<file path="config.mk">
export PLATFORM = sky130hd
export DESIGN_NAME = movegen_sequencer
export DESIGN_NICKNAME = d
export VERILOG_FILES = /design/src/rtl/movegen_pkg.sv /design/src/rtl/movegen_slot_counter.sv /design/src/rtl/movegen_sequencer.sv
export SDC_FILE = /design/constraint.sdc
export NUM_CORES = 1
export LEC_CHECK = 0
export ABC_AREA = 0
export BUFFER_PORTS_ARGS = -buffer_cell sky130_fd_sc_hd__buf_2
export CAP_MARGIN = 15
export CELL_PAD_IN_SITES_DETAIL_PLACEMENT = 0
export CELL_PAD_IN_SITES_GLOBAL_PLACEMENT = 1
export CORE_AREA = 3 3 84 145
export DETAILED_ROUTE_END_ITERATION = 7
export DIE_AREA = 0 0 87 148
export PLACE_DENSITY_LB_ADDON = 0.1
export SLEW_MARGIN = 20
export SYNTH_ARGS = -nofsm -noshare
export SYNTH_HDL_FRONTEND = slang
export SYNTH_SLANG_ARGS = --single-unit
export TNS_END_PERCENT = 5
</file>
<file path="constraint.sdc">
create_clock -name clk -period 2.15 [get_ports clk]
set_input_delay 0.1075 -clock clk [delete_from_list [all_inputs] [get_ports clk]]
set_output_delay 0.1075 -clock clk [all_outputs]
set_load 0.1 [all_outputs]
</file>
<file path="src/rtl/movegen_pkg.sv">
// Shared types and constants for the move-generation sequencer and its slot counter.
package movegen_pkg;

    localparam int MOVE_W      = 32;
    localparam int NUM_SQUARES = 64;
    localparam int NUM_DIRS    = 16;

    typedef enum logic [2:0] {
        IDLE,
        CLR,
        PROP,
        SCAN,
        EMIT,
        DONE
    } state_t;

    // Direction slot numbering used by the square array's move-word outputs
    localparam logic [3:0] U   = 4'd0;
    localparam logic [3:0] D   = 4'd1;
    localparam logic [3:0] L   = 4'd2;
    localparam logic [3:0] R   = 4'd3;
    localparam logic [3:0] UL  = 4'd4;
    localparam logic [3:0] UR  = 4'd5;
    localparam logic [3:0] DL  = 4'd6;
    localparam logic [3:0] DR  = 4'd7;
    localparam logic [3:0] UUL = 4'd8;
    localparam logic [3:0] UUR = 4'd9;
    localparam logic [3:0] LLU = 4'd10;
    localparam logic [3:0] RRU = 4'd11;
    localparam logic [3:0] DDL = 4'd12;
    localparam logic [3:0] DDR = 4'd13;
    localparam logic [3:0] LLD = 4'd14;
    localparam logic [3:0] RRD = 4'd15;

endpackage

</file>
<file path="src/rtl/movegen_slot_counter.sv">
// Nested square/direction index: direction is the inner loop, square the outer.
// Saturates on the last slot so the index never wraps within a pass.
module movegen_slot_counter #(
    parameter int NUM_SQUARES = movegen_pkg::NUM_SQUARES,
    parameter int NUM_DIRS    = movegen_pkg::NUM_DIRS,
    parameter int SQ_W        = $clog2(NUM_SQUARES),
    parameter int DIR_W       = $clog2(NUM_DIRS)
) (
    input  logic             clk,
    input  logic             clear,
    input  logic             load,
    input  logic             advance,
    output logic [SQ_W-1:0]  sel_square,
    output logic [DIR_W-1:0] sel_dir,
    output logic             last
);

    logic dir_last;

    assign dir_last = (sel_dir == DIR_W'(NUM_DIRS - 1));
    assign last     = dir_last && (sel_square == SQ_W'(NUM_SQUARES - 1));

    always_ff @(posedge clk) begin
        if (clear || load) begin
            sel_square <= '0;
            sel_dir    <= '0;
        end else if (advance && !last) begin
            if (dir_last) begin
                sel_dir    <= '0;
                sel_square <= sel_square + 1'b1;
            end else begin
                sel_dir <= sel_dir + 1'b1;
            end
        end
    end

endmodule

</file>
<file path="src/rtl/movegen_sequencer.sv">
// Runs one move-generation pass: clear the square array, let sliding rays propagate,
// then scan every square/direction slot and stream out the non-zero move words.
module movegen_sequencer #(
    parameter int NUM_SQUARES = movegen_pkg::NUM_SQUARES,
    parameter int NUM_DIRS    = movegen_pkg::NUM_DIRS,
    parameter int PROP_CYCLES = 8,
    parameter int MOVE_W      = movegen_pkg::MOVE_W
) (
    input  logic                                        clk,
    input  logic                                        clear,
    input  logic                                        start,
    input  logic                                        engine_color,
    output logic                                        sq_clear,
    output logic                                        sq_enable,
    output logic                                        sq_engine_color,
    output logic [$clog2(NUM_SQUARES)-1:0]              sel_square,
    output logic [$clog2(NUM_DIRS)-1:0]                 sel_dir,
    input  logic [MOVE_W-1:0]                           move_word_in,
    output logic [MOVE_W-1:0]                           move_out,
    output logic                                        move_valid,
    input  logic                                        move_ready,
    output logic                                        busy,
    output logic                                        done,
    output logic [$clog2(NUM_SQUARES*NUM_DIRS+1)-1:0]   move_count
);

    import movegen_pkg::*;

    localparam int PROP_W = $clog2(PROP_CYCLES + 1);

    state_t            state, state_nxt;
    logic [PROP_W-1:0] prop_cnt;
    logic              accept_start;
    logic              advance;
    logic              capture;
    logic              handshake;
    logic              last;

    movegen_slot_counter #(
        .NUM_SQUARES(NUM_SQUARES),
        .NUM_DIRS   (NUM_DIRS)
    ) u_slot (
        .clk       (clk),
        .clear     (clear),
        .load      (accept_start),
        .advance   (advance),
        .sel_square(sel_square),
        .sel_dir   (sel_dir),
        .last      (last)
    );

    always_ff @(posedge clk) begin
        if (clear) state <= IDLE;
        else       state <= state_nxt;
    end

    always_comb begin
        state_nxt    = state;
        accept_start = 1'b0;
        advance      = 1'b0;
        capture      = 1'b0;
        handshake    = 1'b0;
        case (state)
            IDLE: if (start) begin
                accept_start = 1'b1;
                state_nxt    = CLR;
            end
            CLR:  state_nxt = PROP;
            PROP: if (prop_cnt == '0) state_nxt = SCAN;
            SCAN: begin
                // Index stays put on a hit so sel_* names the emitted slot during EMIT
                if (move_word_in != '0) begin
                    capture   = 1'b1;
                    state_nxt = EMIT;
                end else if (last) begin
                    state_nxt = DONE;
                end else begin
                    advance = 1'b1;
                end
            end
            EMIT: if (move_ready) begin
                handshake = 1'b1;
                if (last) begin
                    state_nxt = DONE;
                end else begin
                    advance   = 1'b1;
                    state_nxt = SCAN;
                end
            end
            DONE:    state_nxt = IDLE;
            default: state_nxt = IDLE;
        endcase
    end

    always_ff @(posedge clk) begin
        if (clear) begin
            sq_engine_color <= 1'b0;
            move_count      <= '0;
            move_out        <= '0;
            prop_cnt        <= '0;
        end else begin
            if (accept_start) begin
                sq_engine_color <= engine_color;
                move_count      <= '0;
            end
            if (handshake) move_count <= move_count + 1'b1;
            if (capture)   move_out   <= move_word_in;
            if (state == CLR)
                prop_cnt <= PROP_W'(PROP_CYCLES - 1);
            else if (state == PROP && prop_cnt != '0)
                prop_cnt <= prop_cnt - 1'b1;
        end
    end

    assign sq_clear   = (state == CLR);
    assign sq_enable  = (state == PROP);
    assign move_valid = (state == EMIT);
    assign busy       = (state != IDLE);
    assign done       = (state == DONE);

endmodule

</file>
**Yosys cells after proc, flatten, opt, wreduce, memory -nomap -nowiden**

Index checks and enable logic that the tools add are counted.

- Bits in registers: 61
- Word-level logic and storage cells: 60

- $add $sub $neg: 4
- Equal/unequal tests: 11
- Muxes and demuxes: 22
- Reduce and logical (&&, ||, !) cells: 15

Operators by type and width:

| kind | count |
|---|---|
| $reduce_bool A32 Y1 | 1 |
| $mux W3 | 8 |
| $mux W11 | 2 |
| $pmux W3 S5 | 1 |
| $add A11 B1 Y11 const B | 1 |
| $mux W1 | 9 |
| $add A6 B1 Y6 const B | 1 |
| $eq A3 B2 Y1 const B | 2 |
| $eq A3 B3 Y1 const B | 2 |
| $eq A6 B6 Y1 const B | 1 |
| $add A4 B1 Y4 const B | 1 |
| $eq A4 B4 Y1 const B | 1 |
| $logic_not A4 Y1 | 1 |
| $mux W4 | 1 |
| $ne A2 B1 Y1 const B | 2 |
| $reduce_and A4 Y1 | 1 |
| $reduce_bool A2 Y1 | 2 |
| $reduce_bool A4 Y1 | 1 |
| $sub A4 B1 Y4 const B | 1 |
| $eq A3 B1 Y1 const B | 1 |
| $logic_and A1 B1 Y1 | 3 |
| $logic_not A3 Y1 | 1 |
| $ne A3 B2 Y1 const B | 1 |
| $reduce_bool A3 Y1 | 1 |
| other kinds (6) | 6 |

**Depth between registers and ports, before layout**

- Word-level depth: 7
- Depth in mapped cells: 7

**Modules after synthesis**

Synthesis repeated with hierarchy kept, for this count alone.

- Cells, all modules: 327
- Area total of the unflattened synthesis: 3148.0 um2

Modules (own cells, without submodules):

| module | times used | cells each | area each (um2) | seq. area each (um2) |
|---|---|---|---|---|
| movegen_sequencer | 1 | 270 | 2606.2 | 1021.0 |
| movegen_slot_counter | 1 | 57 | 541.8 | 200.2 |

**Worst setup path before layout**

OpenSTA, ideal clock, no wires.

- Path kind: flip-flop to flip-flop
- Start point: register state[2]
- End point: register prop_cnt[3]
- Library setup time: 0.156 ns
- Arrival time: 3.558 ns
- Required time: 1.994 ns
- Setup slack: -1.564 ns
- Stages on the path, launching flop included: 7
- Clock period less this slack: 3.714 ns
- Cell sequence: dfxtp_1 > clkbuf_1 > nor3b_1 > a21boi_1 > nand2_1 > xor2_1 > nor3_1

- Word-level cells in the longest chain between the ends: 2
- Elaborated cells on any way between the ends: 4
- Classes of those cells: eq/ne (2); reduce/logical (2)

RTL lines:

| element | RTL line | text |
|---|---|---|
| from (decl) | movegen_sequencer.sv:31 | `state_t state, state_nxt;` |
| from (signal assigned) | movegen_sequencer.sv:54 | `else state <= state_nxt;` |
| $eq A3 B2 Y1 | n/a |  |
| named net sq_enable | movegen_sequencer.sv:14 | `output logic sq_enable,` |
| $logic_and A1 B1 Y1 | movegen_sequencer.sv:110 | `else if (state == PROP && prop_cnt != '0)` |
| to (signal assigned) | movegen_sequencer.sv:109 | `prop_cnt <= PROP_W'(PROP_CYCLES - 1);` |
| to (signal assigned) | movegen_sequencer.sv:111 | `prop_cnt <= prop_cnt - 1'b1;` |
| to (decl) | movegen_sequencer.sv:32 | `logic [PROP_W-1:0] prop_cnt;` |

The timed path passes the listed nets, and every way through them passes these cells.
A chain may end at the register's enable or synchronous reset.

**Worst setup path in the final report**

- Start point: register state[0]
- End point: output port sq_clear

- Word-level cells in the longest chain between the ends: 1

RTL lines:

| element | RTL line | text |
|---|---|---|
| $eq A3 B1 Y1 | movegen_sequencer.sv:115 | `assign sq_clear = (state == CLR);` |
| to (decl) | movegen_sequencer.sv:13 | `output logic sq_clear,` |

No other way between the ends.

==> impl_metrics.tcl <==
set metrics [dict create \
    status "completed" \
    fill_cells 1180 \
    cp-end-kind "primary output" \
    hp-class "in2reg" \
    crit_path_start "state[0]" \
    nNetsFinal 450 \
    holdBufCountCts 0 \
    synthArstFlopShare_pct 0 \
    worst_setup_path_start_kind "register" \
    cts-resized-gates 0 \
    dieArea_um2 12900 \
    core_um2 11200 \
    hpwl_mm 5.93 \
    cts_buffers 9 \
    crit_fanout 7 \
    fin_cells 546 \
    cts-root-buf "clkbuf_16" \
    ctsHtreeMaxLevel 3 \
    fin_setup_tns_ns 0 \
    io_pins 96 \
    rrSetupSlack_ns 0.29 \
    power.total_w 0.00330 \
    antenna_cells 0 \
    die_y_um 148 \
    avgViaCountPerCell 4.73 \
    r2r_cells 5 \
    max_cap_viol_count 0 \
    placed_cells 530 \
    crit-reg2reg-launch "state[2]" \
    grt_pass1_vias 2498 \
    wl_per_cell_um 14.5 \
    powerDensity_nw_per_um2 862 \
    syn_area_um2 2750 \
    clock_latency_ns 0.32 \
    drtIter0Drc 101 \
    worstHoldStart "engine_color" \
    fp-row-count 51 \
    drcViolationCount 0 \
    ys.flop_type "dfxtp_1" \
    avgSynthCellArea_um2 9.03 \
    dpl-instance-area_um2 3480 \
    dieWidth_um 87 \
    worst_slack_ns 0.150 \
    synth-seq-cells 61 \
    grt_pass1_wl_mm 12.7 \
    setup.worst_path.class "reg2out" \
    p_leak_nw 1.88 \
    yosysWarnings 0 \
    drtPass1Iterations 4 \
    setup_violations 0 \
    cts_tree "yes" \
    min_period_ns 2.00 \
    timing.rr.end "move_count[10]" \
    synth_edf_count 0 \
    grt.total_usage_pct 12.6 \
    globalRoute.totalOverflow 0 \
    rsz0062_at_grt "no" \
    ant_nets 0 \
    post-cts-setup-buffers 0 \
    slew-limit-headroom_pct 62.7 \
    place_ws_ns 0.00953 \
    tightest_slew_ns 0.560 \
    fmax_mhz 500 \
    ys_seq_area_share_pct 44.5 \
    start_util_pct 24.6 \
    synth_nets 345 \
    vias 2580 \
    skew_ns 0.00598 \
    gp_congestion 0.712 \
    grt_max_degree 29 \
    syn2layout_area_growth_pct 39.5 \
    synth_cell_types 49 \
    vdd_drop_max_mv 0.468 \
    timing.final.crit_share_pct 93.0 \
    cts.sink_count 61 \
    cp.arrival_ns 1.89 \
    layout-drive-gt1-share_pct 35.3 \
    cts.path.max_buffers 2 \
    drt_wl_total_mm 7.94 \
    maxSlewViolCount 0 \
    final_hold_viol_count 0 \
    final_cell_area_um2 3830 \
    required_ns 2.04 \
    clk_pin_slew_worst_paths_ns 0.05 \
    port_buffers 95 \
    netlist_instances 304 \
    endpoint "sq_clear" \
    grt_antenna_before_repair 0 \
]
## cells in the mapped netlist, types with 2 or more instances
cell       n  area [µm²]
clkbuf_1  10        37.5
nand3_1   14        70.1
nor2_1    50         188
nand2_1   17        63.8
dfxtp_1   61        1220
a21oi_1   24         120
ha_1       4        50.1
o21ai_0    7        35.0
mux2i_1   35         350
nand3b_1   2        15.0
buf_2      4        20.0
inv_1      7        26.3
buf_4      3        22.5
nand4_1    5        31.3
nor3b_1    2        15.0
or4_1      4        30.0
o31ai_1    2        15.0
mux2_1     2        22.5
nor4_2     3        37.5
nor2b_1    3        18.8
and3_1     5        31.3
nor4_1     5        31.3
or3_1      2        12.5
nor3_1     4        20.0
o41ai_1    3        26.3
a211oi_1   3        22.5
## metrics by stage
step	util [%]	hold WS, ns
finish	34.3	0.0210
global route	34.3	0.0362
CTS	34.3	0.0145
detailed placement	31.2	0.359
global placement	31.2	0.345
floorplan	-	0.251
## how the worst min path moves through the flow
| stage | slack (ns) | depth (start not counted) | to |
|---|---|---|---|
| 5_1_grt | 0.04 | 3 | sq_engine_color |
| 6_report | 0.02 | 3 | sq_engine_color |
| 2_1_floorplan | 0.25 | 2 | move_out[0] |
| 3_5_place_dp | 0.36 | 3 | sq_engine_color |
| 3_3_place_gp | 0.34 | 3 | sq_engine_color |
| 4_1_cts | 0.01 | 3 | sq_engine_color |
## critical path: stages, from the launching register on
cell and delay [ns]:
dfxtp_1 0.37, buf_4 0.18, or3b_2 0.51, inv_1 0.09, buf_2 0.42
## final cells by class
class                      count  area [µm²]  area share [%]
inverter                       7        26.3           0.686
sequential                    61        1240            32.3
multi-input combinational    218        1420            37.2
timing repair buffer         112         628            16.4
tap                          132         165            4.31
clock inverter                 1        30.0           0.784
clock buffer                  15         320            8.36
## power breakdown
| part | switching, W | total [W] | internal (W) |
|---|---|---|---|
| combinational | 0.000344 | 0.000478 | 0.000134 |
| sequential | 0.0000223 | 0.00118 | 0.00116 |
| clock | 0.000506 | 0.00164 | 0.00113 |
## cells by family (layout without fill, tap and decap cells)
| family | Yosys count | count (layout) | share of synthesized area [%] |
|---|---|---|---|
| mux | 37 | 37 | 13.6 |
| fa+ha+maj | 4 | 4 | 1.82 |
| flops | 61 | 61 | 44.5 |
| buf+inv | 25 | 135 | 4.28 |
| compound gates | 48 | 48 | 10.8 |
| xor+xnor | 2 | 2 | 0.638 |
| simple gates | 127 | 127 | 24.4 |
## placed cells by master, fill, tap and decap left out, drive strengths merged, types with 2 or more instances in the layout
cell type / synthesis / routed
mux2: 2 / 2
o21ai: 7 / 7
ha: 4 / 4
or3: 2 / 2
o311ai: 2 / 2
clkbuf: 10 / 15
inv: 7 / 7
nor2b: 3 / 3
a21oi: 24 / 24
o31ai: 3 / 3
nand3: 14 / 14
and3: 5 / 5
dfxtp: 61 / 61
or4: 4 / 4
buf: 8 / 112
nor3: 4 / 4
nor4: 9 / 9
and4: 2 / 2
nor2: 50 / 50
nand3b: 2 / 2
o41ai: 3 / 3
nand2: 17 / 17
a211oi: 3 / 3
mux2i: 35 / 35
nand4: 5 / 5
nor3b: 2 / 2
## registers in the layout (all words and copies together) (netlist names)
signal,cells
u_slot.sel_dir,4
prop_cnt,4
move_count,11
state,3
u_slot.sel_square,6
move_out,32
sq_engine_color,1
## metal layers
metal / GRT usage, % / vias to the layer above / share of wire [%]
met1: 14.8 / 1198 / 42
met5: 0 / - / 0
met2: 21.3 / 64 / 52
met4: 5.23 / 0 / 1.5
li1: - / 1309 / -
met3: 3.01 / 9 / 4.9
(Power assumes the default switching activity.)
